`config.mk`:
```
export PLATFORM = sky130hd
export DESIGN_NAME = lfsr_stim_seq_flat
export DESIGN_NICKNAME = d
export VERILOG_FILES = /design/src/rtl/lfsr_stim_seq_if.sv /design/src/rtl/lfsr_stim_seq.sv /design/src/flat_wrapper.sv
export SDC_FILE = /design/constraint.sdc
export NUM_CORES = 1
export LEC_CHECK = 0
export CORE_ASPECT_RATIO = 1.2
export CORE_MARGIN = 4
export CORE_UTILIZATION = 45
export CTS_BUF_LIST = sky130_fd_sc_hd__clkbuf_4 sky130_fd_sc_hd__clkbuf_8
export DETAILED_ROUTE_END_ITERATION = 12
export MAX_ROUTING_LAYER = met4
export PLACE_DENSITY = 0.66
export SYNTH_ARGS = -nofsm -noshare
export SYNTH_HDL_FRONTEND = slang
export SYNTH_SLANG_ARGS = --single-unit
```
`constraint.sdc`:
```
create_clock -name clk -period 3.5 [get_ports clk]
set_clock_uncertainty 0.1 [all_clocks]
set_input_delay 1.05 -clock clk [delete_from_list [all_inputs] [get_ports clk]]
set_output_delay 1.05 -clock clk [all_outputs]
set_load 0.005 [all_outputs]
```
`src/rtl/lfsr_stim_seq_if.sv`:
```
// ---------------------------------------------------------------------------
// lfsr_stim_seq_if
// Vector stream between the stimulus sequencer and the LFSR core.
//   out_vld  source -> sink  vector valid
//   out_rdy  sink -> source  consumer ready
//   seq_num  source -> sink  seed value (WIDTH bits)
//   sw_in    source -> sink  switch value (WIDTH bits)
//   vec_idx  source -> sink  table index of the presented vector (AW bits)
// master = sequencer side, slave = consumer side.
// ---------------------------------------------------------------------------
interface lfsr_stim_seq_if #(
  parameter int WIDTH = 8,
  parameter int DEPTH = 4
);
  localparam int AW = $clog2(DEPTH);

  logic             out_vld;
  logic             out_rdy;
  logic [WIDTH-1:0] seq_num;
  logic [WIDTH-1:0] sw_in;
  logic [AW-1:0]    vec_idx;

  modport master (
    output out_vld,
    output seq_num,
    output sw_in,
    output vec_idx,
    input  out_rdy
  );

  modport slave (
    input  out_vld,
    input  seq_num,
    input  sw_in,
    input  vec_idx,
    output out_rdy
  );
endinterface

```
`src/rtl/lfsr_stim_seq.sv`:
```
// ---------------------------------------------------------------------------
// lfsr_stim_seq
// Plays back a run-time-loadable table of (seq_num, sw_in) pairs to the LFSR
// core over a valid/ready handshake, with an optional idle gap between
// vectors, loop mode and chained-seed mode.
//
// Parameters: WIDTH (vector width), DEPTH (table entries, >= 2),
//             GAP (idle cycles between an accepted vector and the next).
// Ports:
//   clk, rst_n           clock, asynchronous active-low reset
//   start                one-cycle run start (ignored while busy)
//   abort                stop the current run, no done pulse
//   num_vec              vectors per pass (0 = empty run, clamped to DEPTH)
//   loop_en, chain_en    wrap to entry 0 / seed from previous sw_in
//   wr_en, wr_addr,
//   wr_seq, wr_sw        table write port (out-of-range addresses dropped)
//   vec                  vector stream (master side)
//   busy                 run in progress
//   done                 one-cycle pulse on normal completion
// ---------------------------------------------------------------------------
module lfsr_stim_seq #(
  parameter  int WIDTH = 8,
  parameter  int DEPTH = 4,
  parameter  int GAP   = 0,
  localparam int AW    = $clog2(DEPTH)
) (
  input  logic                 clk,
  input  logic                 rst_n,
  input  logic                 start,
  input  logic                 abort,
  input  logic [AW:0]          num_vec,
  input  logic                 loop_en,
  input  logic                 chain_en,
  input  logic                 wr_en,
  input  logic [AW-1:0]        wr_addr,
  input  logic [WIDTH-1:0]     wr_seq,
  input  logic [WIDTH-1:0]     wr_sw,
  lfsr_stim_seq_if.master      vec,
  output logic                 busy,
  output logic                 done
);

  // Gap counter holds GAP-1 at most; keep at least one bit when GAP <= 1.
  localparam int GW = (GAP > 1) ? $clog2(GAP) : 1;

  typedef enum logic [1:0] {
    IDLE,
    PRESENT,
    GAPW,
    DONE
  } state_t;

  state_t           state;
  logic [AW:0]      num_r;
  logic             loop_r;
  logic             chain_r;
  logic [GW-1:0]    gap_cnt;

  logic [WIDTH-1:0] tab_seq [DEPTH];
  logic [WIDTH-1:0] tab_sw  [DEPTH];

  logic             last;
  logic [AW-1:0]    nxt_idx;
  logic [WIDTH-1:0] ld_seq;
  logic [WIDTH-1:0] ld_sw;
  logic [AW:0]      num_c;

  // -------------------------------------------------------------------------
  // Vector table. Matching each entry against wr_addr drops out-of-range
  // writes naturally when DEPTH is not a power of two.
  // -------------------------------------------------------------------------
  // NOTE: the table is plain flops with an async reset so a run after reset
  // always plays back zeros; a RAM macro could not offer that guarantee.
  always_ff @(posedge clk or negedge rst_n) begin
    if (!rst_n) begin
      for (int i = 0; i < DEPTH; i++) begin
        tab_seq[i] <= '0;
        tab_sw[i]  <= '0;
      end
    end else if (wr_en) begin
      for (int i = 0; i < DEPTH; i++) begin
        if (wr_addr == AW'(i)) begin
          tab_seq[i] <= wr_seq;
          tab_sw[i]  <= wr_sw;
        end
      end
    end
  end

  // -------------------------------------------------------------------------
  // Next-vector selection. vec_idx stays on the last presented vector during
  // a gap, so the same decode serves both the back-to-back and gap paths.
  // -------------------------------------------------------------------------
  // NOTE: every output of this block gets a value on every path, otherwise
  // synthesis would infer latches.
  always_comb begin
    num_c   = (num_vec > (AW+1)'(DEPTH)) ? (AW+1)'(DEPTH) : num_vec;
    last    = ({1'b0, vec.vec_idx} == (num_r - 1'b1));
    nxt_idx = last ? '0 : vec.vec_idx + 1'b1;
    ld_sw   = tab_sw[nxt_idx];
    // Chained seed: the previous switch value seeds the next vector, except
    // at entry 0 (including a loop wrap) which always restarts from the table.
    ld_seq  = (chain_r && (nxt_idx != '0)) ? vec.sw_in : tab_seq[nxt_idx];
  end

  // -------------------------------------------------------------------------
  // Sequencer FSM with registered outputs.
  // -------------------------------------------------------------------------
  // NOTE: state and outputs use non-blocking assignments so every register
  // samples pre-edge values, independent of statement order.
  always_ff @(posedge clk or negedge rst_n) begin
    if (!rst_n) begin
      state       <= IDLE;
      num_r       <= '0;
      loop_r      <= 1'b0;
      chain_r     <= 1'b0;
      gap_cnt     <= '0;
      vec.out_vld <= 1'b0;
      vec.seq_num <= '0;
      vec.sw_in   <= '0;
      vec.vec_idx <= '0;
      busy        <= 1'b0;
      done        <= 1'b0;
    end else begin
      done <= 1'b0;
      if (abort && (state != IDLE)) begin
        // Vector fields hold their last values for post-mortem inspection.
        state       <= IDLE;
        vec.out_vld <= 1'b0;
        busy        <= 1'b0;
      end else begin
        case (state)
          IDLE: begin
            if (start && !abort) begin
              busy <= 1'b1;
              if (num_vec == '0) begin
                done  <= 1'b1;
                state <= DONE;
              end else begin
                num_r       <= num_c;
                loop_r      <= loop_en;
                chain_r     <= chain_en;
                vec.seq_num <= tab_seq[0];
                vec.sw_in   <= tab_sw[0];
                vec.vec_idx <= '0;
                vec.out_vld <= 1'b1;
                state       <= PRESENT;
              end
            end
          end

          PRESENT: begin
            if (vec.out_rdy) begin
              if (last && !loop_r) begin
                vec.out_vld <= 1'b0;
                done        <= 1'b1;
                state       <= DONE;
              end else if (GAP == 0) begin
                vec.seq_num <= ld_seq;
                vec.sw_in   <= ld_sw;
                vec.vec_idx <= nxt_idx;
              end else begin
                vec.out_vld <= 1'b0;
                gap_cnt     <= GW'(GAP - 1);
                state       <= GAPW;
              end
            end
          end

          GAPW: begin
            if (gap_cnt == '0) begin
              vec.seq_num <= ld_seq;
              vec.sw_in   <= ld_sw;
              vec.vec_idx <= nxt_idx;
              vec.out_vld <= 1'b1;
              state       <= PRESENT;
            end else begin
              gap_cnt <= gap_cnt - 1'b1;
            end
          end

          DONE: begin
            busy  <= 1'b0;
            state <= IDLE;
          end

          default: state <= IDLE;
        endcase
      end
    end
  end

endmodule

```
`src/flat_wrapper.sv`:
```
// flat-port wrapper written by rule: the top's interface ports become plain ports
module lfsr_stim_seq_flat 
#(
  parameter  int WIDTH = 8,
  parameter  int DEPTH = 4,
  parameter  int GAP   = 0,
  localparam int AW    = $clog2(DEPTH)
)
  (clk, rst_n, start, abort, num_vec, loop_en, chain_en, wr_en, wr_addr, wr_seq, wr_sw, busy, done, vec_out_vld, vec_seq_num, vec_sw_in, vec_vec_idx, vec_out_rdy);
  lfsr_stim_seq_if #(.WIDTH(WIDTH), .DEPTH(DEPTH)) vec_i ();
  input  logic clk;
  input  logic rst_n;
  input  logic start;
  input  logic abort;
  input  logic [AW:0] num_vec;
  input  logic loop_en;
  input  logic chain_en;
  input  logic wr_en;
  input  logic [AW-1:0] wr_addr;
  input  logic [WIDTH-1:0] wr_seq;
  input  logic [WIDTH-1:0] wr_sw;
  output logic busy;
  output logic done;
  output wire logic [$bits(vec_i.out_vld)-1:0] vec_out_vld;
  output wire logic [$bits(vec_i.seq_num)-1:0] vec_seq_num;
  output wire logic [$bits(vec_i.sw_in)-1:0] vec_sw_in;
  output wire logic [$bits(vec_i.vec_idx)-1:0] vec_vec_idx;
  input wire logic [$bits(vec_i.out_rdy)-1:0] vec_out_rdy;
  assign vec_out_vld = vec_i.out_vld;
  assign vec_seq_num = vec_i.seq_num;
  assign vec_sw_in = vec_i.sw_in;
  assign vec_vec_idx = vec_i.vec_idx;
  assign vec_i.out_rdy = vec_out_rdy;
  lfsr_stim_seq #(.WIDTH(WIDTH), .DEPTH(DEPTH), .GAP(GAP)) u_core (.clk(clk), .rst_n(rst_n), .start(start), .abort(abort), .num_vec(num_vec), .loop_en(loop_en), .chain_en(chain_en), .wr_en(wr_en), .wr_addr(wr_addr), .wr_seq(wr_seq), .wr_sw(wr_sw), .vec(vec_i), .busy(busy), .done(done));
endmodule
```
==> flow_metrics.env <==
export IMPL_status="finished, final reports clean"
export IMPL_timing_critical_path_to_type="flop"
export IMPL_finalNonFillerCells=568
export IMPL_die_w_um=99.6
export IMPL_setup_worst_path_start_class="input port"
export IMPL_gpl_final_weighted_congestion=0.850
export IMPL_floorplan_core_area_um2=9660
export IMPL_crit_path_start="start"
export IMPL_dr_pass1_iters=4
export IMPL_postSynth_asyncResetShare_pct=100
export IMPL_synthMostInstantiatedCell="sky130_fd_sc_hd__dfrtp_1"
export IMPL_post_route_m1_wl_mm=4.57
export IMPL_ys_ff_latch=92
export IMPL_yosysTopAreaCellShare_pct=50.8
export IMPL_postRouteWirelength_mm=10.3
export IMPL_achievable_frequency_mhz=348
export IMPL_share_of_layout_cells_above_drive_strength_1_pct=26.1
export IMPL_cts_made_buffers=9
export IMPL_p_comb_share_pct=51.4
export IMPL_clk_transition_reported_paths_ns=0.08
export IMPL_design_power_total_mw=4.60
export IMPL_fill_cells=872
export IMPL_syn_avg_cell_area_um2=11.6
export IMPL_cp_max_fo=9
export IMPL_worst_r2r_startpoint="u_core.num_r[0]$_DFFE_PN0P_"
export IMPL_maxSlewHeadroom_pct=45.6
export IMPL_min_period_over_period_pct=82.0
export IMPL_critPathRequiredTime_ns=3.62
export IMPL_clockPowerShare_pct=13.6
export IMPL_p_seq_share_pct=35.0
export IMPL_clock_root_buffer="sky130_fd_sc_hd__clkbuf_8"
export IMPL_post_cts_resized=0
export IMPL_worst_path_class_setup="in2reg"
export IMPL_count_of_h_tree_levels_built_during_cts=3
export IMPL_internal_power_mw=2.75
export IMPL_final_antenna_net_count=0
export IMPL_avgRoutedWirePerCell_um=18.2
export IMPL_count_of_buffers_added_by_post_cts_timing_repair_for_setup=0
export IMPL_fin_ws_ns=0.630
export IMPL_nets=477
export IMPL_grt_remaining_overflow=0
export IMPL_reg2reg_slack_ns=0.74
export IMPL_grt_use_total_pct=18.8
export IMPL_fraction_of_the_core_area_covered_by_cells_at_the_end_of_the_flow_pct=55.6
export IMPL_initialDrtViolationCount=209
export IMPL_drc_errors=0
export IMPL_synthesized_instance_count=389
export IMPL_place_port_buffers=49
export IMPL_power_switching_share_pct=40.1
export IMPL_initial_core_util_pct=46.9
export IMPL_p_per_area_nw_per_um2=856
export IMPL_whs_ns=0.408
export IMPL_grt_pass1_wl_mm=17.0
export IMPL_synth_cell_area_um2=4530
export IMPL_finalHoldViolations=0
export IMPL_synthDominantAreaCellType="sky130_fd_sc_hd__dfrtp_1"
export IMPL_fin_tns_setup_ns=0
export IMPL_multi_input_gate_area_um2=2040
export IMPL_num_vias=3291
export IMPL_number_of_antenna_violations_at_the_first_check_in_global_routing=0
export IMPL_grt_pass1_vias=3339
export IMPL_worst_setup_path_endpoint="u_core.vec.seq_num[2]$_DFFE_PN0P_"
export IMPL_numClockSinks=92
export IMPL_worst_r2r_endpoint="u_core.vec.seq_num[2]$_DFFE_PN0P_"
export IMPL_leakage_power_figure_nw=2.23
export IMPL_clk_insertion_delay_late_ns=0.36
export IMPL_detail_route_vias_per_cell=5.79
export IMPL_placed_cells_incl_taps=554
export IMPL_synth_edff_count=0
export IMPL_wl_met3_um=439
export IMPL_synth_area_top_cells="sky130_fd_sc_hd__dfrtp_1 (51%), sky130_fd_sc_hd__mux2_2 (16%), sky130_fd_sc_hd__a31oi_1 (2.2%)"
export IMPL_grt_max_degree=53
export IMPL_top_layer="met4"
export IMPL_worstHoldPathType="reg2reg"
export IMPL_ir_drop_uv=258
export IMPL_place_detailed_hpwl_mm=7.17
export IMPL_ys_warnings_count=0
export IMPL_pin_count=50
export IMPL_setup_viol_count_final=0
export IMPL_r2r_worst_path_cells=7
export IMPL_area_delta_synth_final_pct=18.5
export IMPL_power_switching_mw=1.84
export IMPL_diodes=0
export IMPL_die_h_um=118
export IMPL_detailedPlace_worstSlack_ns=0.279
export IMPL_post_route_cell_area_um2=5370
export IMPL_ys_flop_type="sky130_fd_sc_hd__dfrtp_1"
export IMPL_synth_cell_type_count=45
export IMPL_wl_met2_mm=5.16
export IMPL_grt_setup_unrepaired="no"
export IMPL_synth_fp_nets=424
export IMPL_final_max_slew_violation_count=0
export IMPL_cts_tree="built"
export IMPL_rows=39
export IMPL_cts_max_path_buffers=2
export IMPL_synth_seq_area_share_pct=50.8
export IMPL_sequential_cell_area_um2=2300
export IMPL_die_area_um2=11700
export IMPL_ctsHoldBuffers=0
export IMPL_place_area_um2=5210
export IMPL_tightest_slew_ns=0.814
export IMPL_worstPathArrival_ns=2.99
export IMPL_min_period_ns=2.87
export IMPL_ys_top_cells_by_count="sky130_fd_sc_hd__dfrtp_1 (92), sky130_fd_sc_hd__mux2_2 (66), sky130_fd_sc_hd__nand2_1 (22)"
export IMPL_max_cap_violations=0
export IMPL_worstHoldPathCells=1
## area by class of cell
cell class	count	share of cell area [%]
timing repair buffer	68	12.2
multi-input combinational	254	37.9
sequential	92	42.9
clock buffer	12	2.73
clock inverter	2	0.256
inverter	17	1.19
tap	123	2.87
## power by group through the flow
| stage | Combinational, mW | Clock (mW) | Sequential (mW) |
|---|---|---|---|
| after floorplan | 1.58 | 0 | 1.54 |
| after global placement | 2.32 | 0 | 1.62 |
| after detailed placement | 2.35 | 0 | 1.63 |
| after CTS | 2.36 | 0.636 | 1.61 |
| after global routing | 2.56 | 0.677 | 1.65 |
| final | 2.36 | 0.626 | 1.61 |
## layout by cell type, fill, tap and decap left out, types with 2 or more instances in the layout
master                            netlist  routed
sky130_fd_sc_hd__clkbuf_8               0       9
sky130_fd_sc_hd__buf_4                  0      18
sky130_fd_sc_hd__dfrtp_1               92      92
sky130_fd_sc_hd__ha_1                   6       6
sky130_fd_sc_hd__o311ai_1               2       2
sky130_fd_sc_hd__inv_1                 17      17
sky130_fd_sc_hd__mux2i_1                9       9
sky130_fd_sc_hd__nor2_1                13      13
sky130_fd_sc_hd__a21oi_1                5       5
sky130_fd_sc_hd__a22o_1                11      11
sky130_fd_sc_hd__clkdlybuf4s50_1        0      48
sky130_fd_sc_hd__o2bb2ai_1              2       2
sky130_fd_sc_hd__xnor2_1                3       3
sky130_fd_sc_hd__a22oi_1                8       8
sky130_fd_sc_hd__nor2b_1                4       4
sky130_fd_sc_hd__or2_2                 11      11
sky130_fd_sc_hd__nor4_1                 2       2
sky130_fd_sc_hd__a31oi_1               16      16
sky130_fd_sc_hd__nor3_1                 3       3
sky130_fd_sc_hd__o211ai_1               8       8
sky130_fd_sc_hd__and3_1                 2       2
sky130_fd_sc_hd__clkbuf_4               0       3
sky130_fd_sc_hd__mux2_2                66      66
sky130_fd_sc_hd__nand2_1               22      22
sky130_fd_sc_hd__nand3b_1               4       4
sky130_fd_sc_hd__a211oi_1               2       2
sky130_fd_sc_hd__buf_12                 1       2
sky130_fd_sc_hd__o221ai_1               8       8
sky130_fd_sc_hd__nand3_1               11      11
sky130_fd_sc_hd__o21ai_0               13      13
sky130_fd_sc_hd__o311ai_0               8       8
## flip-flops by register name (all words and copies together), names as in the netlist
name	cells
u_core.state	2
u_core.done	1
u_core.busy	1
u_core.tab_seq	32
u_core.vec.seq_num	8
u_core.loop_r	1
u_core.vec.vec_idx	2
u_core.num_r	3
u_core.vec.sw_in	8
u_core.vec.out_vld	1
u_core.chain_r	1
u_core.tab_sw	32
## critical path, stage by stage
cell	delay, ns
sky130_fd_sc_hd__clkdlybuf4s50_1	0.57
sky130_fd_sc_hd__nor2b_4	0.07
sky130_fd_sc_hd__or4_4	0.49
sky130_fd_sc_hd__a221oi_4	0.27
sky130_fd_sc_hd__and2_1	0.40
sky130_fd_sc_hd__a31oi_1	0.14
## kinds of logic after synthesis
| group | count (synthesis) | share of synthesized area (%) |
|---|---|---|
| flops | 92 | 50.8 |
| compound gates | 89 | 14.5 |
| simple gates | 80 | 9.22 |
| mux | 75 | 18.4 |
| buf+inv | 43 | 4.64 |
| fa+ha+maj | 6 | 1.66 |
| xor+xnor | 4 | 0.773 |
## per-layer routing
layer / track usage, % / vias to the layer above
li1: - / 1536
met1: 24.1 / 1659
met2: 30.2 / 81
met3: 2.49 / 15
met4: 7.43 / 0
met5: - / -
## worst min path at each step
stage / start / endpoint
after floorplan: u_core.num_r[1]$_DFFE_PN0P_ / u_core.num_r[1]$_DFFE_PN0P_
after global placement: u_core.tab_sw[5]$_DFFE_PN0P_ / u_core.tab_sw[5]$_DFFE_PN0P_
after detailed placement: u_core.tab_sw[7]$_DFFE_PN0P_ / u_core.tab_sw[7]$_DFFE_PN0P_
after CTS: u_core.tab_sw[7]$_DFFE_PN0P_ / u_core.tab_sw[7]$_DFFE_PN0P_
after global routing: u_core.tab_seq[5]$_DFFE_PN0P_ / u_core.tab_seq[5]$_DFFE_PN0P_
final: u_core.tab_seq[13]$_DFFE_PN0P_ / u_core.tab_seq[13]$_DFFE_PN0P_
No activity file was read; power rests on OpenSTA's default activity.
